$ cat config.mk
export PLATFORM = sky130hd
export DESIGN_NAME = grey_display_scan
export DESIGN_NICKNAME = d
export VERILOG_FILES = /design/src/rtl/grey_display_scan.sv
export SDC_FILE = /design/constraint.sdc
export NUM_CORES = 1
export LEC_CHECK = 0
export BUFFER_PORTS_ARGS = -buffer_cell sky130_fd_sc_hd__buf_2
export CORE_UTILIZATION = 35
export DETAILED_ROUTE_END_ITERATION = 7
export PLACE_DENSITY = 0.53
export SLEW_MARGIN = 20
export SYNTH_ARGS = -nofsm -noshare
export SYNTH_HDL_FRONTEND = slang
export SYNTH_SLANG_ARGS = --single-unit
$ cat constraint.sdc
create_clock -name i_clk -period 3.15 [get_ports i_clk]
set_clock_uncertainty 0.2 [all_clocks]
set_input_delay 0.315 -clock i_clk [delete_from_list [all_inputs] [get_ports i_clk]]
set_output_delay 0.315 -clock i_clk [all_outputs]
set_load 0.02 [all_outputs]
$ cat src/rtl/grey_display_scan.sv
// Time-multiplexed 12-digit 7-segment scanner for the Gray-coded decimal counter.
// A snapshot is taken once per frame in LOAD, then digits are shown MSB (hunB) to LSB (ones).
`timescale 1ns/1ps

module grey_display_scan #(
  parameter int DWELL    = 4,
  parameter bit BLANK_LZ = 1'b1
) (
  input  logic        i_clk,
  input  logic        i_rst_n,
  input  logic [59:0] i_digits,
  input  logic        i_hold,
  output logic [6:0]  o_seg,
  output logic        o_dp,
  output logic [11:0] o_dig,
  output logic [3:0]  o_bcd,
  output logic        o_frame,
  output logic        o_err
);

  typedef enum logic {
    ST_LOAD = 1'b0,
    ST_SHOW = 1'b1
  } state_t;

  localparam logic [7:0] DWELL_LAST = 8'(DWELL - 1);

  // Handshake-free block: i_digits/i_hold are level inputs sampled only in a
  // running LOAD cycle; outputs are combinational decodes of the registers.
  state_t      r_state;
  logic        r_run;
  logic [3:0]  r_idx;
  logic [7:0]  r_dwell;
  logic        r_lz;
  logic [59:0] r_snap;
  logic        r_err;

  state_t      w_state_nx;
  logic [3:0]  w_idx_nx;
  logic [7:0]  w_dwell_nx;
  logic        w_lz_nx;
  logic [59:0] w_snap_nx;

  logic [4:0]  w_code;
  logic [3:0]  w_val;
  logic [6:0]  w_seg;
  logic        w_valid;
  logic        w_show;
  logic        w_load;
  logic        w_blank;
  logic        w_dp_pos;
  logic        w_last;

  // r_run keeps every output at zero for the cycle right after reset, so the
  // first visible LOAD comes one cycle after reset is released.
  always_ff @(posedge i_clk) begin
    if (!i_rst_n) begin
      r_state <= ST_LOAD;
      r_run   <= 1'b0;
      r_idx   <= 4'd11;
      r_dwell <= 8'd0;
      r_lz    <= 1'b1;
      r_snap  <= 60'd0;
      r_err   <= 1'b0;
    end else begin
      r_state <= w_state_nx;
      r_run   <= 1'b1;
      r_idx   <= w_idx_nx;
      r_dwell <= w_dwell_nx;
      r_lz    <= w_lz_nx;
      r_snap  <= w_snap_nx;
      if (w_show && !w_valid) r_err <= 1'b1;
    end
  end

  always_comb begin
    w_code = 5'd0;
    for (int k = 0; k < 12; k++) begin
      if (r_idx == 4'(k)) w_code = r_snap[5*k +: 5];
    end
  end

  always_comb begin
    w_val   = 4'hF;
    w_seg   = 7'h79;
    w_valid = 1'b1;
    case (w_code)
      5'b00000: begin w_val = 4'd0; w_seg = 7'h3F; end
      5'b00001: begin w_val = 4'd1; w_seg = 7'h06; end
      5'b00011: begin w_val = 4'd2; w_seg = 7'h5B; end
      5'b00010: begin w_val = 4'd3; w_seg = 7'h4F; end
      5'b00110: begin w_val = 4'd4; w_seg = 7'h66; end
      5'b00100: begin w_val = 4'd5; w_seg = 7'h6D; end
      5'b01100: begin w_val = 4'd6; w_seg = 7'h7D; end
      5'b01000: begin w_val = 4'd7; w_seg = 7'h07; end
      5'b11000: begin w_val = 4'd8; w_seg = 7'h7F; end
      5'b10000: begin w_val = 4'd9; w_seg = 7'h6F; end
      default:  w_valid = 1'b0;
    endcase
  end

  assign w_load   = r_run && (r_state == ST_LOAD);
  assign w_show   = r_run && (r_state == ST_SHOW);
  assign w_blank  = BLANK_LZ && r_lz && (w_code == 5'd0) && (r_idx != 4'd0);
  assign w_dp_pos = (r_idx == 4'd9) || (r_idx == 4'd6) || (r_idx == 4'd3);
  assign w_last   = (r_dwell == DWELL_LAST);

  always_comb begin
    w_state_nx = r_state;
    w_idx_nx   = r_idx;
    w_dwell_nx = r_dwell;
    w_lz_nx    = r_lz;
    w_snap_nx  = r_snap;
    if (!r_run) begin
      w_state_nx = ST_LOAD;
    end else begin
      case (r_state)
        ST_LOAD: begin
          if (!i_hold) w_snap_nx = i_digits;
          w_lz_nx    = 1'b1;
          w_idx_nx   = 4'd11;
          w_dwell_nx = 8'd0;
          w_state_nx = ST_SHOW;
        end
        ST_SHOW: begin
          if (w_last) begin
            if (r_idx == 4'd0) begin
              w_state_nx = ST_LOAD;
            end else begin
              w_idx_nx   = r_idx - 4'd1;
              w_dwell_nx = 8'd0;
              // Invalid codes are nonzero, so they end leading-zero blanking too.
              w_lz_nx    = r_lz && (w_code == 5'd0);
            end
          end else begin
            w_dwell_nx = r_dwell + 8'd1;
          end
        end
        default: w_state_nx = ST_LOAD;
      endcase
    end
  end

  always_comb begin
    o_seg   = 7'h00;
    o_dp    = 1'b0;
    o_dig   = 12'h000;
    o_bcd   = 4'h0;
    o_frame = w_load;
    o_err   = r_err || (w_show && !w_valid);
    if (w_show) begin
      o_dig = 12'd1 << r_idx;
      if (!w_blank) begin
        o_seg = w_seg;
        o_bcd = w_valid ? w_val : 4'hF;
        o_dp  = w_dp_pos;
      end
    end
  end

endmodule
Word level (Yosys, flattened, before mapping)
Cells that the tools add are included.

cells by class
  $add $sub $neg = 2
  reduce and logical (&&, ||, !) cells = 17
  bitwise gates (word level) = 2
  equal/unequal tests = 24
  shift operators = 1
  mux-type cells = 36

operators by type and width
  kind                                                                    number
  7-bit one-hot mux with 10 select lines                                  1
  5-bit 2-to-1 mux                                                        12
  4-bit one-hot mux with 10 select lines                                  1
  4-bit 2-to-1 mux                                                        5
  4-bit by 3-bit equality test with 1-bit output (second input constant)  4
  4-bit equality test (second input constant)                             4
  8-bit 2-to-1 mux                                                        2
  8-bit one-hot mux with 2 select lines                                   1
  7-bit 2-to-1 mux                                                        2
  12-bit 2-to-1 mux                                                       1
  1-bit by 4-bit left shift with 12-bit output (first input constant)     1
  5-bit by 2-bit equality test with 1-bit output (second input constant)  2
  5-bit by 3-bit equality test with 1-bit output (second input constant)  2
  5-bit by 4-bit equality test with 1-bit output (second input constant)  2
  5-bit equality test (second input constant)                             2
  10-bit OR reduction                                                     1
  8-bit by 1-bit adder with 8-bit output (second input constant)          1
  4-bit by 2-bit equality test with 1-bit output (second input constant)  2
  8-bit by 2-bit equality test with 1-bit output (second input constant)  1
  1-bit 2-to-1 mux                                                        8
  4-bit one-hot mux with 2 select lines                                   1
  3-bit AND reduction                                                     2
  5-bit by 1-bit equality test with 1-bit output (second input constant)  1
  1-bit logical AND                                                       5
  13 further kinds                                                        18

storage, ports and cells
  input port bits = 63
  bits in registers = 76
  output and inout bits = 26

Logic depth before layout (Yosys ltp)
Gate-level depths: netlist of run 1.

  depth in word-level cells = 19
  mapped depth = 13
  gate-level depth less buffers = 9

Worst setup path before layout of run 1
No wires, ideal clock.

  path kind = flip-flop to output port
  start point = register r_idx[1]
  end point = output o_seg[4]
  buffers on the path = 2
  arrival time = 2768 ps
  stages on the path, launching flop included = 12
  path slack = -133 ps
  cells stage by stage = dfxtp_1 > inv_1 > ha_1 > buf_4 > nand4b_1 > a21oi_1 > a211oi_2 > a211oi_1 > or2_2 > buf_2 > o41ai_4 > a211oi_1

between the ends
  cells in the longest elaborated chain, start to end = 18
  elaborated cells on any way between the ends = 40
  classes of those cells = 20 x eq/ne; 15 x mux; 5 x reduce/logical

ends and longest elaborated chain
  what                                                       line  source
  start, declared                                            32    logic [3:0] r_idx;
  start signal, assigned                                     68    r_idx <= w_idx_nx;
  branches (longest 16 deep; another with 5-bit 2-to-1 mux)  n/a
  7-bit 2-to-1 mux *                                         153   if (!w_blank) begin
  7-bit 2-to-1 mux *                                         151   if (w_show) begin
  end, declared                                              13    output logic [6:0] o_seg,

Mark *: on every way between the ends.

Worst setup path after layout of run 1
  start point = register r_idx[0]
  end point = output o_dp

between the ends
  cells in the longest elaborated chain, start to end = 18
  elaborated cells on any way between the ends = 32
  classes of those cells = 11 x eq/ne; 14 x mux; 7 x reduce/logical

ends and longest elaborated chain
  what                            line  source
  4-bit logical NOT               79    if (r_idx == 4'(k)) w_code = r_snap[5*k +: 5];
  5-bit 2-to-1 mux (12 in a row)  79
  5-bit logical NOT               104   assign w_blank = BLANK_LZ && r_lz && (w_code == 5'd0) && (r_idx != 4'd0);
  1-bit logical AND (2 in a row)  104
  1-bit 2-to-1 mux *              153
  1-bit 2-to-1 mux *              151
  end, declared                   14    output logic o_dp,

Every way passes the cells marked *; elsewhere a longest branch is shown, timed or not.

==> results of run 1 <==
==> layer usage <==
layer | vias to the layer above | track usage
li1 | 2147 | -
met1 | 1980 | 0.2779
met2 | 85 | 0.3629
met3 | 16 | 0.03972
met4 | 0 | 0.07429
met5 | - | 0
==> cell type report <==
class / count / area, sq um
Fill cell: 1153 / 5727
Sequential cell: 76 / 1528
Clock buffer: 12 / 246.5
Clock inverter: 4 / 120.1
Multi-Input combinational cell: 425 / 2526
Inverter: 12 / 45.04
Timing Repair Buffer: 148 / 998.5
Tap cell: 143 / 178.9
==> worst max-delay path by stage <==
| stage | start | endpoint | slack (ps) | depth (start not counted) |
|---|---|---|---|---|
| after CTS | r_idx[0] | o_seg[1] | -280 | 12 |
| after floorplan | r_idx[1] | o_dp | -20 | 11 |
| after detailed placement | r_idx[0] | o_seg[5] | -150 | 12 |
| final | r_idx[0] | o_dp | -290 | 13 |
| after global placement | r_idx[0] | o_bcd[3] | -90 | 12 |
| after global routing | r_idx[0] | o_seg[4] | -410 | 13 |
==> flip-flops by register name, indices dropped and copies added, names as in the netlist <==
register,count
r_idx,4
r_state,1
r_snap,60
r_run,1
r_dwell,8
r_err,1
r_lz,1
==> power by group through the flow <==
stage	Combinational [mW]	Clock (mW)	Sequential (mW)
2_1_floorplan	0.238	0	1.04
3_5_place_dp	0.377	0	1.05
6_report	0.444	1.27	1.03
4_1_cts	0.429	1.29	1.03
3_3_place_gp	0.376	0	1.05
5_1_grt	0.488	1.34	1.03
==> placed cells by master, fill, tap and decap left out, types with 5 or more instances in the layout <==
cell,instances
xnor2_1,8
xor2_1,5
nand2b_1,8
nor2b_1,11
and3_1,13
nand3_1,7
o21ai_0,14
a211oi_2,6
nand3b_1,5
dfxtp_1,73
nor3_1,7
buf_6,12
inv_1,9
clkbuf_16,9
a21oi_2,10
buf_4,53
a21oi_1,83
nand2_1,146
nor2_1,24
buf_2,78
==> critical path: stages (launching register included) <==
cell	delay (ps)
dfxtp_4	360
buf_6	120
ha_4	170
buf_6	130
a221o_1	330
o21ai_1	120
o211ai_1	180
a32oi_2	270
buf_4	150
nand3_4	70
o41ai_4	270
buf_4	200
nor2_1	50
buf_4	150
==> stage by stage <==
step	util	cell area, sq um	total power [mW]
after CTS	0.4898	5569	2.751
after floorplan	-	4085	1.275
final	0.4963	5643	2.742
after global placement	0.4307	4897	1.424
after global routing	0.4963	5643	2.864
after detailed placement	0.4307	4897	1.426
==> logic make-up (layout without fill, tap and decap cells) <==
| logic type | Yosys count | in the layout | share of synthesized area |
|---|---|---|---|
| buffers and inverters | 52 | 176 | 0.06085 |
| DFF | 76 | 76 | 0.3737 |
| xor gates and xnor gates | 13 | 13 | 0.02797 |
| and+or+nand+nor | 251 | 251 | 0.2855 |
| AOI/OAI and AO/OA | 154 | 154 | 0.2311 |
| adders and majority gates | 6 | 6 | 0.01844 |
| muxes | 1 | 1 | 0.002459 |
==> timing repair <==
item	4_1_cts	5_1_grt
buffers inserted	8	0
gates resized for setup	59	15
endpoints found under the hold margin	2	0
hold buffers	2	0
setup endpoints to repair	13	13
pin swaps	16	3
gates cloned	1	0
==> reports/qor.txt, run 1 <==
run status - finished with violations
failing checks - negative setup slack
Least-Margin Pin Slew - 1062 ps
Via Count - 4228
Placement Setup Slack - -148.0 ps
antenna-violating nets left - 0
Final min period - 3442 ps
first drt pass iteration count - 7
Clock H-tree levels - 3
Setup TNS - -3055 ps
Hold Crit Depth - 3
Core Area - 11370 sq um
CTS Buf Count - 9
IO Port Bufs - 88
PwrDens - 486.0 nW/um^2
Syn Nets - 622
synth unique cells - 59
max-cap violations - 0
CTS tree - done
Syn Inst Count - 553
CP startpoint kind - flip-flop
worst vdd ir - 0.3673 mV
EDFF count, synth - 0
DRC errors left - 0
die width - 109.9 microns
Slew Limit Fails - 0
wl on met1 - 5724 microns
r2r startpoint - r_idx[0]
CTS Sinks - 76
Setup CP Type - flip-flop to primary output
starting density of the core - 0.3581
Total Routing Usage GR - 0.2168
Hold WC Path Type - input port to flip-flop
routed wl met3 - 426 microns
WP data arrival - 2930 ps
WL met2 - 5985 microns
synth cell count leaders - nand2_1 (147), a21oi_1 (94), dfxtp_1 (76)
fin crit share - 1.093
GR Overflow Total - 0
Die ar. - 12070 sq um
root buf cell - clkbuf_16
DRT iter0 DRCs - 200
ranking of synthesized cells by area - dfxtp_1 (37%), nand2_1 (14%), a21oi_1 (12%), nor2_1 (2.3%), clkbuf_1 (2.1%)
leakage power - 2.330 nW
Yosys reg bits - 76
syn avg cell area - 7.362 sq um
drt via density - 5.156
dpl cells - 794
Die Y-Extent - 109.9 microns
Yosys top cell area share - 0.3737
FF-to-FF setup slack - 410 ps
most common cell in the netlist - nand2_1
vias in the first global route - 4018
unrepaired setup endpoints after global routing - true
CP Data Required Time - 2630 ps
initial antenna violation count - 0
Comb pwr share - 0.162
Hold Startpoint - i_digits[11]
worst-skew pair later-pin latency - 340 ps
endpoints failing hold - 0
asr flop ratio synth - 0
Slew headroom - 0.2918
Syn Std Cell Area - 4071 sq um
Worst R2R End - r_err
largest net degree at the start of global routing - 64
top sig layer - met4
Switching Power - 0.6670 mW
row cnt - 39
clock power share - 0.463
post-DR wirelength/cell - 15.06 microns
Synth area leader - dfxtp_1
Clock Path Buffers - 2
Hold Slack - 9.981 ps
Yosys warnings - 0
share of cells above drive strength 1 - 0.3117
hpwl dp - 9026 microns
n_diodes - 0
final worst slack - -292.3 ps
Final Setup Violations - 13
Internal - 2.075 mW
CP max FO - 6
Routed WL - 12350 microns
reg2reg path depth - 12
Flop pwr share - 0.375
first-pass GRT wire length - 19970 microns
Main synth FF type - dfxtp_1
Seq/Total Area, Yosys - 0.3737
clock edge transition at the registers on the reported setup and hold paths - 60 ps
switch share - 0.2432
Nets - 741
RePlAce Congestion - 0.8816
Hold Path End - r_snap[11]
CP Capture Type - primary output
Achievable Freq - 290.5 MHz
IO Pins - 89
Area Overhead vs Synth - 38.60%
final non-filler cell total - 820
No activity file was read; power rests on OpenSTA's default activity.
==> run 2: changes to the inputs <==
==> constraint.sdc (replaced) <==
create_clock -name i_clk -period 3.15 [get_ports i_clk]
set_clock_uncertainty 0.2 [all_clocks]
set_input_delay 0.63 -clock i_clk [delete_from_list [all_inputs] [get_ports i_clk]]
set_output_delay 0.63 -clock i_clk [all_outputs]
set_load 0.02 [all_outputs]
==> reports/qor.txt, run 2 (same netlist as run 1, synthesis figures left out) <==
cell family with most CP delay - compound AO/OA/AOI/OAI gates
largest reg by FF count - r_snap
Die ar. - 12070 sq um
CTS Sinks - 76
Top Registers - r_snap (60), r_dwell (8), r_idx (4)
Routed WL - 13410 microns
Total Routing Usage GR - 0.2314
share of cells above drive strength 1 - 0.3522
Slew headroom - 0.5978
Final min period - 3899 ps
leading cell type in the layout, fill and taps excluded - nand2_1
root buf cell - clkbuf_16
CP startpoint kind - flip-flop
placed cell area - 5119 sq um
Clock Path Buffers - 2
CP Capture Type - primary output
antenna-violating nets left - 0
failing checks - negative setup slack
first-pass GRT wire length - 20900 microns
CP max FO - 5
first drt pass iteration count - 4
Setup CP Type - flip-flop to primary output
die width - 109.9 microns
Slew Limit Fails - 0
initial antenna violation count - 0
Largest stage delay, worst path - 360 ps
IO Pins - 89
Least-Margin Pin Slew - 603.3 ps
Register Area - 1529 sq um
RePlAce Congestion - 0.9017
WP data arrival - 3070 ps
starting density of the core - 0.3581
Nets - 771
CTS Buf Count - 9
fin crit share - 1.238
GR Overflow Total - 0
commonest non-fill, non-tap cells in the layout - nand2_1 (145), a21oi_1 (79), buf_4 (77)
endpoints failing hold - 0
CP Data Required Time - 2320 ps
leakage power - 2.473 nW
DRT iter0 DRCs - 254
Final Setup Violations - 13
post-DR wirelength/cell - 15.77 microns
unrepaired setup endpoints after global routing - true
Hold WC Path Type - flip-flop to flip-flop
Clock H-tree levels - 3
DRC errors left - 0
max-cap violations - 0
vias in the first global route - 4121
n_diodes - 0
Via Count - 4327
drt via density - 5.091
Area Overhead vs Synth - 45.51%
CTS tree - done
Layout fillers - 1150
Achievable Freq - 256.5 MHz
IO Port Bufs - 88
final instance area - 5924 sq um
run status - finished with violations
CP max stage cell - dfxtp_4
total power - 2.596 mW
worst vdd ir - 0.3551 mV
row cnt - 39
Core Area - 11370 sq um
Hold Slack - 255.5 ps
Placement Setup Slack - -598.0 ps
worst-skew pair later-pin latency - 350 ps
clock edge transition at the registers on the reported setup and hold paths - 60 ps
Cell Chain, Critical Path - inv_4 -> ha_4 -> buf_6 -> buf_6 -> a211oi_4 -> o22ai_1 -> a211oi_2 -> a211oi_2 -> or2_4 -> buf_12 -> o41ai_4 -> buf_4 -> a21oi_1 -> buf_4
hpwl dp - 9670 microns
final worst slack - -748.8 ps
footprint of the multi-input gates - 2571 sq um
largest net degree at the start of global routing - 61
hold-fix buffers at CTS - 0
Worst Path Buf+Inv - 6
Die Y-Extent - 109.9 microns
PwrDens - 438.2 nW/um^2
max reg flops - 60
## run 2: cell types whose count changed in the layout (fill, tap and decap cells not counted), moves of 3 or more
cell       delta
buf_4        +24
buf_6         +7
a21oi_1       -4
a21oi_2       +4
buf_12        +4
bufinv_16     -3
## run 2: metrics by stage
stage,instances,util,TNS [ps]
4_1_cts,845,0.5091,-8134
3_5_place_dp,807,0.4502,-5906
5_1_grt,850,0.5211,-9355
2_1_floorplan,553,-,-1665
6_report,850,0.5211,-8390
3_3_place_gp,807,0.4502,-5122
## run 2: area by class of cell
cell class | instances | share of cell area
multi-input combinational | 425 | 0.4340
sequential | 76 | 0.2581
clock inverter | 4 | 0.008025
timing repair buffer | 178 | 0.2182
clock buffer | 12 | 0.04351
tap | 143 | 0.03020
inverter | 12 | 0.008025
## run 2: final timing paths
kind	startpoint	end	slack (ps)	cells after the start
setup reg to reg	r_idx[1]	r_err	380	13
hold reg to reg	r_snap[0]	r_snap[0]	260	2
setup / recovery	r_idx[1]	o_bcd[3]	-750	14
hold / removal	r_snap[0]	r_snap[0]	260	2
## run 2: what timing repair did
| action | CTS | global route |
|---|---|---|
| endpoints found under the setup margin | 13 | 13 |
| pin swaps | 21 | 14 |
| setup buffers | 21 | 5 |
| resized for setup | 49 | 26 |
| gates cloned | 1 | 0 |
## run 2: worst reg2reg max path: stages, from the launching register on
cell,delay [ps]
dfxtp_4,350
buf_6,130
ha_4,180
buf_12,140
buf_4,160
buf_4,150
o21ai_0,390
a32oi_2,160
buf_4,190
nand3_4,70
buf_6,150
a21oi_4,60
buf_4,140
a211oi_1,200
## run 2: power breakdown
part	leakage, nW	switching [mW]	internal, mW
Clock	0.148	0.405	0.659
Combinational	1.71	0.261	0.243
Sequential	0.619	0.0299	0.999
## run 2: metal layers
| layer | wire, microns | part of all wire | global-route usage | vias up |
|---|---|---|---|---|
| met5 | 0 | 0 | 0 | - |
| met4 | 290 | 0.022 | 0.08857 | 0 |
| met3 | 613 | 0.046 | 0.04979 | 20 |
| met2 | 6225 | 0.46 | 0.3786 | 104 |
| met1 | 6275 | 0.47 | 0.2955 | 2004 |
| li1 | - | - | - | 2199 |
==> run 3: changes to the inputs <==
- CELL_PAD_IN_SITES_DETAIL_PLACEMENT: not set -> 2
- CELL_PAD_IN_SITES_GLOBAL_PLACEMENT: not set -> 2
- CORE_MARGIN: not set -> 5
- CORE_UTILIZATION: 35 -> 30
- PLACE_DENSITY: 0.53 -> 0.77
- SKIP_LAST_GASP: not set -> 1
==> reports/qor.txt, run 3 (same netlist as run 1, synthesis figures left out) <==
worst-skew pair later-pin latency - 340 ps
root buf cell - clkbuf_16
initial antenna violation count - 0
Clock Path Buffers - 2
final non-filler cell total - 875
utilization after layout - 0.4515
DRT iter0 DRCs - 217
Die ar. - 16000 sq um
WP data arrival - 2990 ps
vias in the first global route - 4992
Top Registers - r_snap (60), r_dwell (8), r_idx (4)
post-DR wirelength/cell - 21.22 microns
IO Pins - 89
Final min period - 3824 ps
CTS Sinks - 76
endpoints failing hold - 0
Switching Power - 0.7486 mW
IO Port Bufs - 88
final worst slack - -674.0 ps
Hold WC Path Type - flip-flop to flip-flop
failing checks - negative setup slack
Layout fillers - 1510
Internal - 1.958 mW
RePlAce Congestion - 0.8768
Core Area - 13300 sq um
CP max FO - 10
CTS tree - done
Via Count - 4625
die width - 126.5 microns
leading cell type in the layout, fill and taps excluded - nand2_1
DRC errors left - 0
Comb pwr share - 0.194
Flop pwr share - 0.382
Nets - 764
commonest non-fill, non-tap cells in the layout - nand2_1 (145), a21oi_1 (82), buf_2 (78)
dpl cells - 843
drt via density - 5.286
CP startpoint kind - flip-flop
Final Setup Violations - 14
GR Overflow Total - 0
Achievable Freq - 261.5 MHz
unrepaired setup endpoints after global routing - true
Least-Margin Pin Slew - 667.0 ps
CP Capture Type - primary output
Total Routing Usage GR - 0.2143
Slew Limit Fails - 0
PwrDens - 450.9 nW/um^2
Setup CP Type - flip-flop to primary output
run status - finished with violations
leakage power - 2.452 nW
n_diodes - 0
first drt pass iteration count - 4
hpwl dp - 12530 microns
clock power share - 0.424
Routed WL - 18570 microns
antenna-violating nets left - 0
largest reg by FF count - r_snap
CP Data Required Time - 2320 ps
share of cells above drive strength 1 - 0.3648
Slew headroom - 0.5547
clock edge transition at the registers on the reported setup and hold paths - 60 ps
max-cap violations - 0
worst vdd ir - 0.2510 mV
fin crit share - 1.214
first-pass GRT wire length - 27200 microns
Clock H-tree levels - 3
largest net degree at the start of global routing - 61
row cnt - 42
starting density of the core - 0.3062
CTS Buf Count - 9
FF-to-FF setup slack - -20 ps
Area Overhead vs Synth - 47.45%
max reg flops - 60
Die Y-Extent - 126.5 microns
switch share - 0.2765
hold-fix buffers at CTS - 0
-- run 3: cell types whose count changed in the layout (fill, tap and decap cells not counted), sizes merged --
| cell | previous run | this run |
|---|---|---|
| buf | 178 | 170 |
| bufinv | 1 | 2 |
| clkinv | 2 | 1 |
| clkinvlp | 1 | 0 |
| inv | 12 | 13 |
-- run 3: final timing paths --
kind / start / to / depth (start not counted)
worst min register to register: r_snap[19] / r_snap[19] / 2
worst max-delay path: r_idx[1] / o_seg[3] / 13
worst max register to register: r_idx[1] / r_err / 15
worst min-delay path: r_snap[19] / r_snap[19] / 2
-- run 3: critical path, stage by stage, from the launching register on --
cell,delay [ps]
dfxtp_4,400
inv_4,60
ha_4,190
buf_12,150
buf_4,150
nand3b_1,230
a31oi_2,360
o22ai_2,180
nand2_1,150
buf_4,220
xnor2_2,150
o32ai_4,120
a21oi_4,150
buf_6,130
-- run 3: power groups by stage --
stage               Sequential (mW)  Combinational (mW)  Clock [mW]
detailed placement             1.05               0.425           0
global placement               1.05               0.408           0
floorplan                      1.04               0.248           0
global route                   1.04               0.568        1.21
finish                         1.03               0.525        1.15
CTS                            1.03               0.479        1.17
-- run 3: routing by layer --
| layer | part of all wire | up-vias | global-route usage | wire (microns) |
|---|---|---|---|---|
| li1 | - | 2182 | - | - |
| met1 | 0.42 | 2295 | 0.2556 | 7774 |
| met2 | 0.51 | 114 | 0.3867 | 9450 |
| met3 | 0.041 | 34 | 0.04161 | 766 |
| met4 | 0.031 | 0 | 0.06625 | 580 |
| met5 | 0 | - | 0 | 0 |
-- run 3: what timing repair did --
action | in CTS | in global routing
resized for setup | 51 | 42
endpoints found under the setup margin | 13 | 13
cloned | 1 | 1
pin swaps | 17 | 15
buffers inserted | 9 | 7
-- run 3: final cells by class --
class                   count  area (sq um)  share of cell area
repair buffers            171          1211              0.2018
clock inverters             4         71.32             0.01188
multi-input cells         425          2666              0.4441
inverters                  12         50.05            0.008337
flip-flops and latches     76          1531              0.2551
well taps                 176         220.2             0.03668
clock buffers              11         252.7             0.04210
-- run 3: per-stage QoR --
step                      TNS, ps  worst slack [ps]  total power, mW  hold slack, ps  cell area, sq um
after global routing        -9504            -785.0            2.819           277.8              6003
after detailed placement    -4617            -456.6            1.477           255.5              5145
after floorplan             -1665            -225.3            1.286           225.9              4185
final                       -8126            -674.0            2.707           261.5              6003
after global placement      -3793            -401.0            1.457           246.8              5145
after CTS                   -7680            -639.6            2.684           263.5              5748
